<file path="src/rtl/sipo_deserializer.sv">
// Serial-in/parallel-out deserializer with a one-word valid/ready holding register.
// Latency: 1 cycle from the final qualified bit to data_valid. Backpressure: a word that completes while the holder is full is dropped and overrun pulses.
// Optional even-parity trailer bit enabled by defining SIPO_PARITY_EN (parity_err is tied low otherwise).
module sipo_deserializer #(
    parameter int WIDTH     = 8,
    parameter bit MSB_FIRST = 1'b1,
`ifdef SIPO_PARITY_EN
    localparam int LEN      = WIDTH + 1,
`else
    localparam int LEN      = WIDTH,
`endif
    localparam int CW       = $clog2(LEN)
) (
    input  logic             clk,
    input  logic             rst,
    input  logic             bit_in,
    input  logic             bit_en,
    input  logic             frame_start,
    output logic [WIDTH-1:0] data_out,
    output logic             data_valid,
    input  logic             data_ready,
    output logic             overrun,
    output logic [CW-1:0]    bit_count,
    output logic             parity_err
);

    localparam logic [CW-1:0] LAST = CW'(LEN - 1);

    logic [WIDTH-1:0] shreg;
    logic [WIDTH-1:0] shifted;
    logic [WIDTH-1:0] seeded;
    logic [WIDTH-1:0] word;
    logic             word_par_err;
    logic             complete;
    logic             free;

    always_comb begin
        shifted = MSB_FIRST ? {shreg[WIDTH-2:0], bit_in} : {bit_in, shreg[WIDTH-1:1]};
        seeded  = MSB_FIRST ? {{(WIDTH-1){1'b0}}, bit_in} : {bit_in, {(WIDTH-1){1'b0}}};
        // A resync bit is always bit 0, so it can never complete a word.
        complete = bit_en && !frame_start && (bit_count == LAST);
        free     = !data_valid || data_ready;
`ifdef SIPO_PARITY_EN
        word         = shreg;
        word_par_err = ^{shreg, bit_in};
`else
        word         = shifted;
        word_par_err = 1'b0;
`endif
    end

    always_ff @(posedge clk) begin
        if (rst) begin
            shreg      <= '0;
            bit_count  <= '0;
            data_out   <= '0;
            data_valid <= 1'b0;
            overrun    <= 1'b0;
        end else begin
            overrun <= 1'b0;

            if (frame_start) begin
                shreg     <= bit_en ? seeded : '0;
                bit_count <= bit_en ? CW'(1) : '0;
            end else if (bit_en) begin
                if (complete) begin
                    bit_count <= '0;
`ifndef SIPO_PARITY_EN
                    shreg     <= shifted;
`endif
                end else begin
                    bit_count <= bit_count + CW'(1);
                    shreg     <= shifted;
                end
            end

            if (complete) begin
                if (free) begin
                    data_out   <= word;
                    data_valid <= 1'b1;
                end else begin
                    overrun <= 1'b1;
                end
            end else if (data_valid && data_ready) begin
                data_valid <= 1'b0;
            end
        end
    end

`ifdef SIPO_PARITY_EN
    always_ff @(posedge clk) begin
        if (rst) begin
            parity_err <= 1'b0;
        end else if (complete && free) begin
            parity_err <= word_par_err;
        end
    end
`else
    assign parity_err = 1'b0;
    logic unused_par;
    assign unused_par = word_par_err;
`endif

endmodule
</file>
<file path="config.mk">
export PLATFORM = sky130hd
export DESIGN_NAME = sipo_deserializer
export DESIGN_NICKNAME = d
export VERILOG_FILES = /design/src/rtl/sipo_deserializer.sv
export SDC_FILE = /design/constraint.sdc
export NUM_CORES = 1
export LEC_CHECK = 0
export ABC_AREA = 0
export ABC_CLOCK_PERIOD_IN_PS = 2200
export CORE_MARGIN = 2
export CORE_UTILIZATION = 40
export DETAILED_ROUTE_END_ITERATION = 16
export MAX_ROUTING_LAYER = met4
export PLACE_DENSITY = 0.66
export SLEW_MARGIN = 10
export SYNTH_ARGS = -nofsm -noshare
export SYNTH_HDL_FRONTEND = slang
export SYNTH_SLANG_ARGS = --single-unit
</file>
<file path="constraint.sdc">
create_clock -name clk -period 2.2 [get_ports clk]
set_input_delay 0.44 -clock clk [delete_from_list [all_inputs] [get_ports clk]]
set_output_delay 0.44 -clock clk [all_outputs]
set_load 0.05 [all_outputs]
</file>
# After elaboration in Yosys (flattened, before gate mapping)

Index checks and enable logic that the tools add are counted.

Flip-flop bits (word level): 20
Bits in latches: 0
RAM bits: 0
Bits in read-only memories: 0
Input bits: 6
Memories: 0

Add/subtract/negate cells: 1
$mul: 0
Div/mod/pow operators: 0
Magnitude comparators: 0
Equality and inequality tests: 2
Shifts and indexed selects: 0
Mux-type cells: 11
Bitwise operators: 1
Reduce and logical (&&, ||, !) cells: 11

Operators with widths:

| cell                                          | count |
|---|---|
| 2-to-1 mux 7 bit                              | 2 |
| 2-to-1 mux 3 bit                              | 3 |
| 2-to-1 mux 1 bit                              | 6 |
| AND reduction 2 bit                           | 2 |
| nonzero test 2 bit                            | 2 |
| adder 3 x 1 -> 3 bit, second input constant   | 1 |
| == test 3 bit, second input constant          | 1 |
| logical AND 1 bit                             | 3 |
| zero test 1 bit                               | 2 |
| != test 2 x 1 -> 1 bit, second input constant | 1 |
| OR reduction 2 bit                            | 1 |
| logical OR 1 bit                              | 1 |
| NOT 1 bit                                     | 1 |

# Longest topological paths before layout

Depth after elaboration: 6
Gate-level depth with buffers: 6

# Worst setup path after synthesis

Ideal clock, no wire load.

Path kind: flip-flop to flip-flop
Start: reg bit_count[0]
End: reg data_out[0]
Library setup time: 0.072 ns
Data arrival time: 1.599 ns
Required time: 2.128 ns
Path slack: 0.530 ns
Stages on the path, launching flop included: 7
Buffers on the path: 1
Clock period less this slack: 1.670 ns
Cells stage by stage: dfxtp_1 -> ha_1 -> ha_1 -> nand3b_4 -> nor2b_2 -> buf_6 -> mux2i_1

Cells in the longest elaborated chain, start to end: 3

RTL lines:

| element                              | RTL line | source |
|---|---|---|
| start, declared                      | 23       | `output logic [CW-1:0] bit_count,` |
| start signal, assigned               | 64       | `bit_count <= bit_en ? CW'(1) : '0;` |
| start signal, assigned               | 72       | `bit_count <= bit_count + CW'(1);` |
| == test 3 bit                        | 41       | `complete = bit_en && !frame_start && (bit_count == LAST);` |
| logical AND 1 bit                    | 41       |  |
| AND reduction 2 bit (no source line) | --       |  |
| end signal, assigned                 | 79       | `data_out <= word;` |
| end, declared                        | 19       | `output logic [WIDTH-1:0] data_out,` |

No other way between the ends.
A chain may end at the register's enable or synchronous reset.

# Final worst setup path

Start: reg bit_count[0]
End: out bit_count[0]

No word-level cell between the ends.

==> run_results.csv <==
group,metric,value,unit
power_and_ir_drop,p_sw_share,19.4,%
route,routedWlPerCell,10.9,um
critical_path,worstPathRequired,1.76,ns
logic_synthesis,synthDistinctLibCells,18,
logic_synthesis,yosys_warnings,0,
global_routing,grt_pass1_wl,2410,um
cells_and_area,multiInputGateArea,413,um2
critical_path,cp_cell_sequence,"clkdlybuf4s50_1",
critical_path,critical_path_class,"flip-flop to output port",
cts,path_clk_slew,0.11,ns
floorplanning,die_area,2510,um2
floorplanning,pin_count,20,
logic_synthesis,synth_edf_count,0,
critical_path,start_kind,"flip-flop",
floorplanning,start_util,42.9,%
cts,cts_hold_buf,0,
logic_synthesis,synth.avg_cell_area,10.1,um2
placed_design,port_buffers,18,
route,drtIter0Drc,15,
cells_and_area,num-fill-cells,170,
critical_path,end_kind,"output port",
critical_path,crit_end,"bit_count[0]",
cells_and_area,area_growth_syn_to_layout,28.7,%
floorplanning,die_height,50.1,um
logic_synthesis,synth_fp_nets,92,
outcome,status,"finished, final reports clean",
critical_path,worstPathMaxFanout,4,
placed_design,place_congestion,0.681,
sta,slew_viol_final,0,
power_and_ir_drop,p_seq_share,51.6,%
global_routing,grt_pass1_vias,504,
min_path,worstHoldPathType,"flip-flop to flip-flop",
logic_synthesis,synthCells,84,
logic_synthesis,synth.most_common_cell,"dfxtp_1",
global_routing,grt_max_degree,21,
sta,relSlewSlack,65.5,%
cts,worstSkewPairLatency,0.30,ns
logic_synthesis,synth-compound-area-share,2.94,%
cts,cts_tree,"yes",
sta,skew,0.00970,ns
sta,tightest_slew,0.515,ns
logic_synthesis,syn_area,851,um2
power_and_ir_drop,leakage,0.000409,uW
global_routing,antenna_found_initial,0,
cells_and_area,seq_area,400,um2
logic_synthesis,ys_seq_area_share,47.1,%
floorplanning,core,1980,um2
critical_path,critical-path-slowest-cell,"clkdlybuf4s50_1",
critical_path,crit_cells,1,
critical_path,cp_top_family,"buffers and inverters",
cts,cts_sinks,20,
run,maxCapViolations,0,
cts,htree_levels,1,
sta,setup_tns,0,ns
cells_and_area,final_nets,111,
power_and_ir_drop,p_sw,138,uW
logic_synthesis,synth_top_family_by_area,"simple AND/OR/NAND/NOR gates",
route,viasPerCell,4.42,
critical_path,regToRegSetupSlack,0.54,ns
route,drcViolationCount,0,
logic_synthesis,synth-adder-area-share,2.94,%
critical_path,path_buf_inv,1,
logic_synthesis,async_flop_share,0,%
logic_synthesis,synth_mux_area_share,17.6,%
critical_path,r2r-end,"data_out[5]$_SDFFE_PP0P_",
critical_path,ff2ff_path_depth,5,
sta,period_needed,1.96,ns
power_and_ir_drop,power.internal,574,uW
cells_and_area,drive_gt1_share,7.84,%
cts,numCtsBuffers,3,
sta,hold_viol,0,
critical_path,critPathArrivalTime,1.52,ns
critical_path,startpoint,"bit_count[0]$_SDFFE_PP0P_",
sta,rsz0062_at_grt,"no",
power_and_ir_drop,finalPower,712,uW
sta,post-route-period-util,89.1,%
cts,post_cts_buffers,0,
floorplanning,die_width,50.1,um
sta,finalSetupViolations,0,
power_and_ir_drop,power_density,650,nW/um2
critical_path,reg2reg_from,"bit_count[0]$_SDFFE_PP0P_",
power_and_ir_drop,ir_drop,0.000619,V
cts,clk_path_buf_depth,2,
route,routed_wl,1400,um
route,drt_first_pass_iters,4,
critical_path,cp_slowest_stage_delay,0.83,ns
cts,ctsResizeCount,0,
route,ant_nets,0,
sta,max_freq,510,MHz
route,vias,570,
floorplanning,row_count,16,
logic_synthesis,yosys.area_share.simple,24.6,%
global_routing,globalRouteTotalUtil,13.3,%
logic_synthesis,yosysTopAreaCellShare,47.1,%
logic_synthesis,synth_xor_area_share,0,%
power_and_ir_drop,p_clk_share,41.0,%
logic_synthesis,yosys_register_bits,20,
cts,cts-root-buf,"clkbuf_4",
logic_synthesis,synthTopCellsByCount,"dfxtp_1, nand2b_1, mux2i_1",
power_and_ir_drop,combinationalPowerShare,7.4,%
placed_design,dpl.hpwl,1020,um
logic_synthesis,synth_top_area_cell,"dfxtp_1",
global_routing,grt_overflow,0,
cells_and_area,final_area,1090,um2
placed_design,place_area,1040,um2
logic_synthesis,synth_flop_cell,"dfxtp_1",
cells_and_area,antenna_cells,0,
logic_synthesis,synth_area_leaders,"dfxtp_1, mux2i_1, nand2b_1",
==> stage by stage <==
stage                     hold slack, ns  util (%)  worst slack, ns  std cells
after CTS                          0.483      55.2            0.209        129
after global placement             0.464      52.6            0.354        125
final                              0.480      55.2            0.239        129
after detailed placement           0.460      52.6            0.298        125
after floorplan                    0.451         -            0.530         84
after global routing               0.502      55.2            0.164        129
==> placed cells by master, fill, tap and decap left out, drive strengths merged <==
cell type      count
a21oi              4
buf                2
bufinv             1
clkbuf             3
clkdlybuf4s50     18
conb               1
dfxtp             20
ha                 2
mux2i             15
nand2              1
nand2b            18
nand3b             2
nor2              10
nor2b              1
nor3               1
nor3b              1
o21ai              1
or2                1
==> cell families (layout without fill, tap and decap cells) <==
logic type,count (synthesis),after routing
AO/OA/AOI/OAI,5,5
buffers and inverters,6,24
other,1,1
AND/OR/NAND/NOR,35,35
flip-flops,20,20
adder cells (fa/ha/maj),2,2
multiplexers,15,15
==> how the worst min path moves through the flow <==
stage	from	to	slack [ns]	depth (start not counted)
floorplan	shreg[6]$_SDFFE_PP0P_	data_out[7]$_SDFFE_PP0P_	0.45	2
global placement	data_out[5]$_SDFFE_PP0P_	data_out[5]$_SDFFE_PP0P_	0.46	2
detailed placement	data_out[1]$_SDFFE_PP0P_	data_out[1]$_SDFFE_PP0P_	0.46	2
CTS	data_out[6]$_SDFFE_PP0P_	data_out[6]$_SDFFE_PP0P_	0.48	2
global route	data_out[0]$_SDFFE_PP0P_	data_out[0]$_SDFFE_PP0P_	0.50	2
finish	data_out[1]$_SDFFE_PP0P_	data_out[1]$_SDFFE_PP0P_	0.48	2
==> power groups by stage <==
stage | Clock [uW] | Sequential, uW | Combinational [uW]
after global placement | 0 | 376 | 52.5
after detailed placement | 0 | 376 | 52.9
after global routing | 324 | 368 | 56.6
after floorplan | 0 | 381 | 29.1
final | 292 | 367 | 52.4
after CTS | 305 | 368 | 52.8
==> layout make-up <==
| class | instances | share of cell area (%) |
|---|---|---|
| clock buffer | 3 | 2.06 |
| clock inverter | 1 | 2.74 |
| multi-input combinational | 58 | 37.7 |
| sequential | 20 | 36.6 |
| tap | 27 | 3.09 |
| timing repair buffer | 20 | 17.8 |
==> sequential cells by signal, indices dropped and copies added, names as in the netlist <==
name / cells
data_out: 8
shreg: 7
bit_count: 3
data_valid: 1
overrun: 1
==> per-layer routing <==
metal | wire (um) | global-route usage [%] | share of wire (%)
met5 | 0 | - | 0
met4 | 12 | 5.56 | 0.86
met3 | 51 | 5.45 | 3.6
met2 | 656 | 19.3 | 47
met1 | 681 | 16.2 | 49
Power figures use the tool's default switching activity.
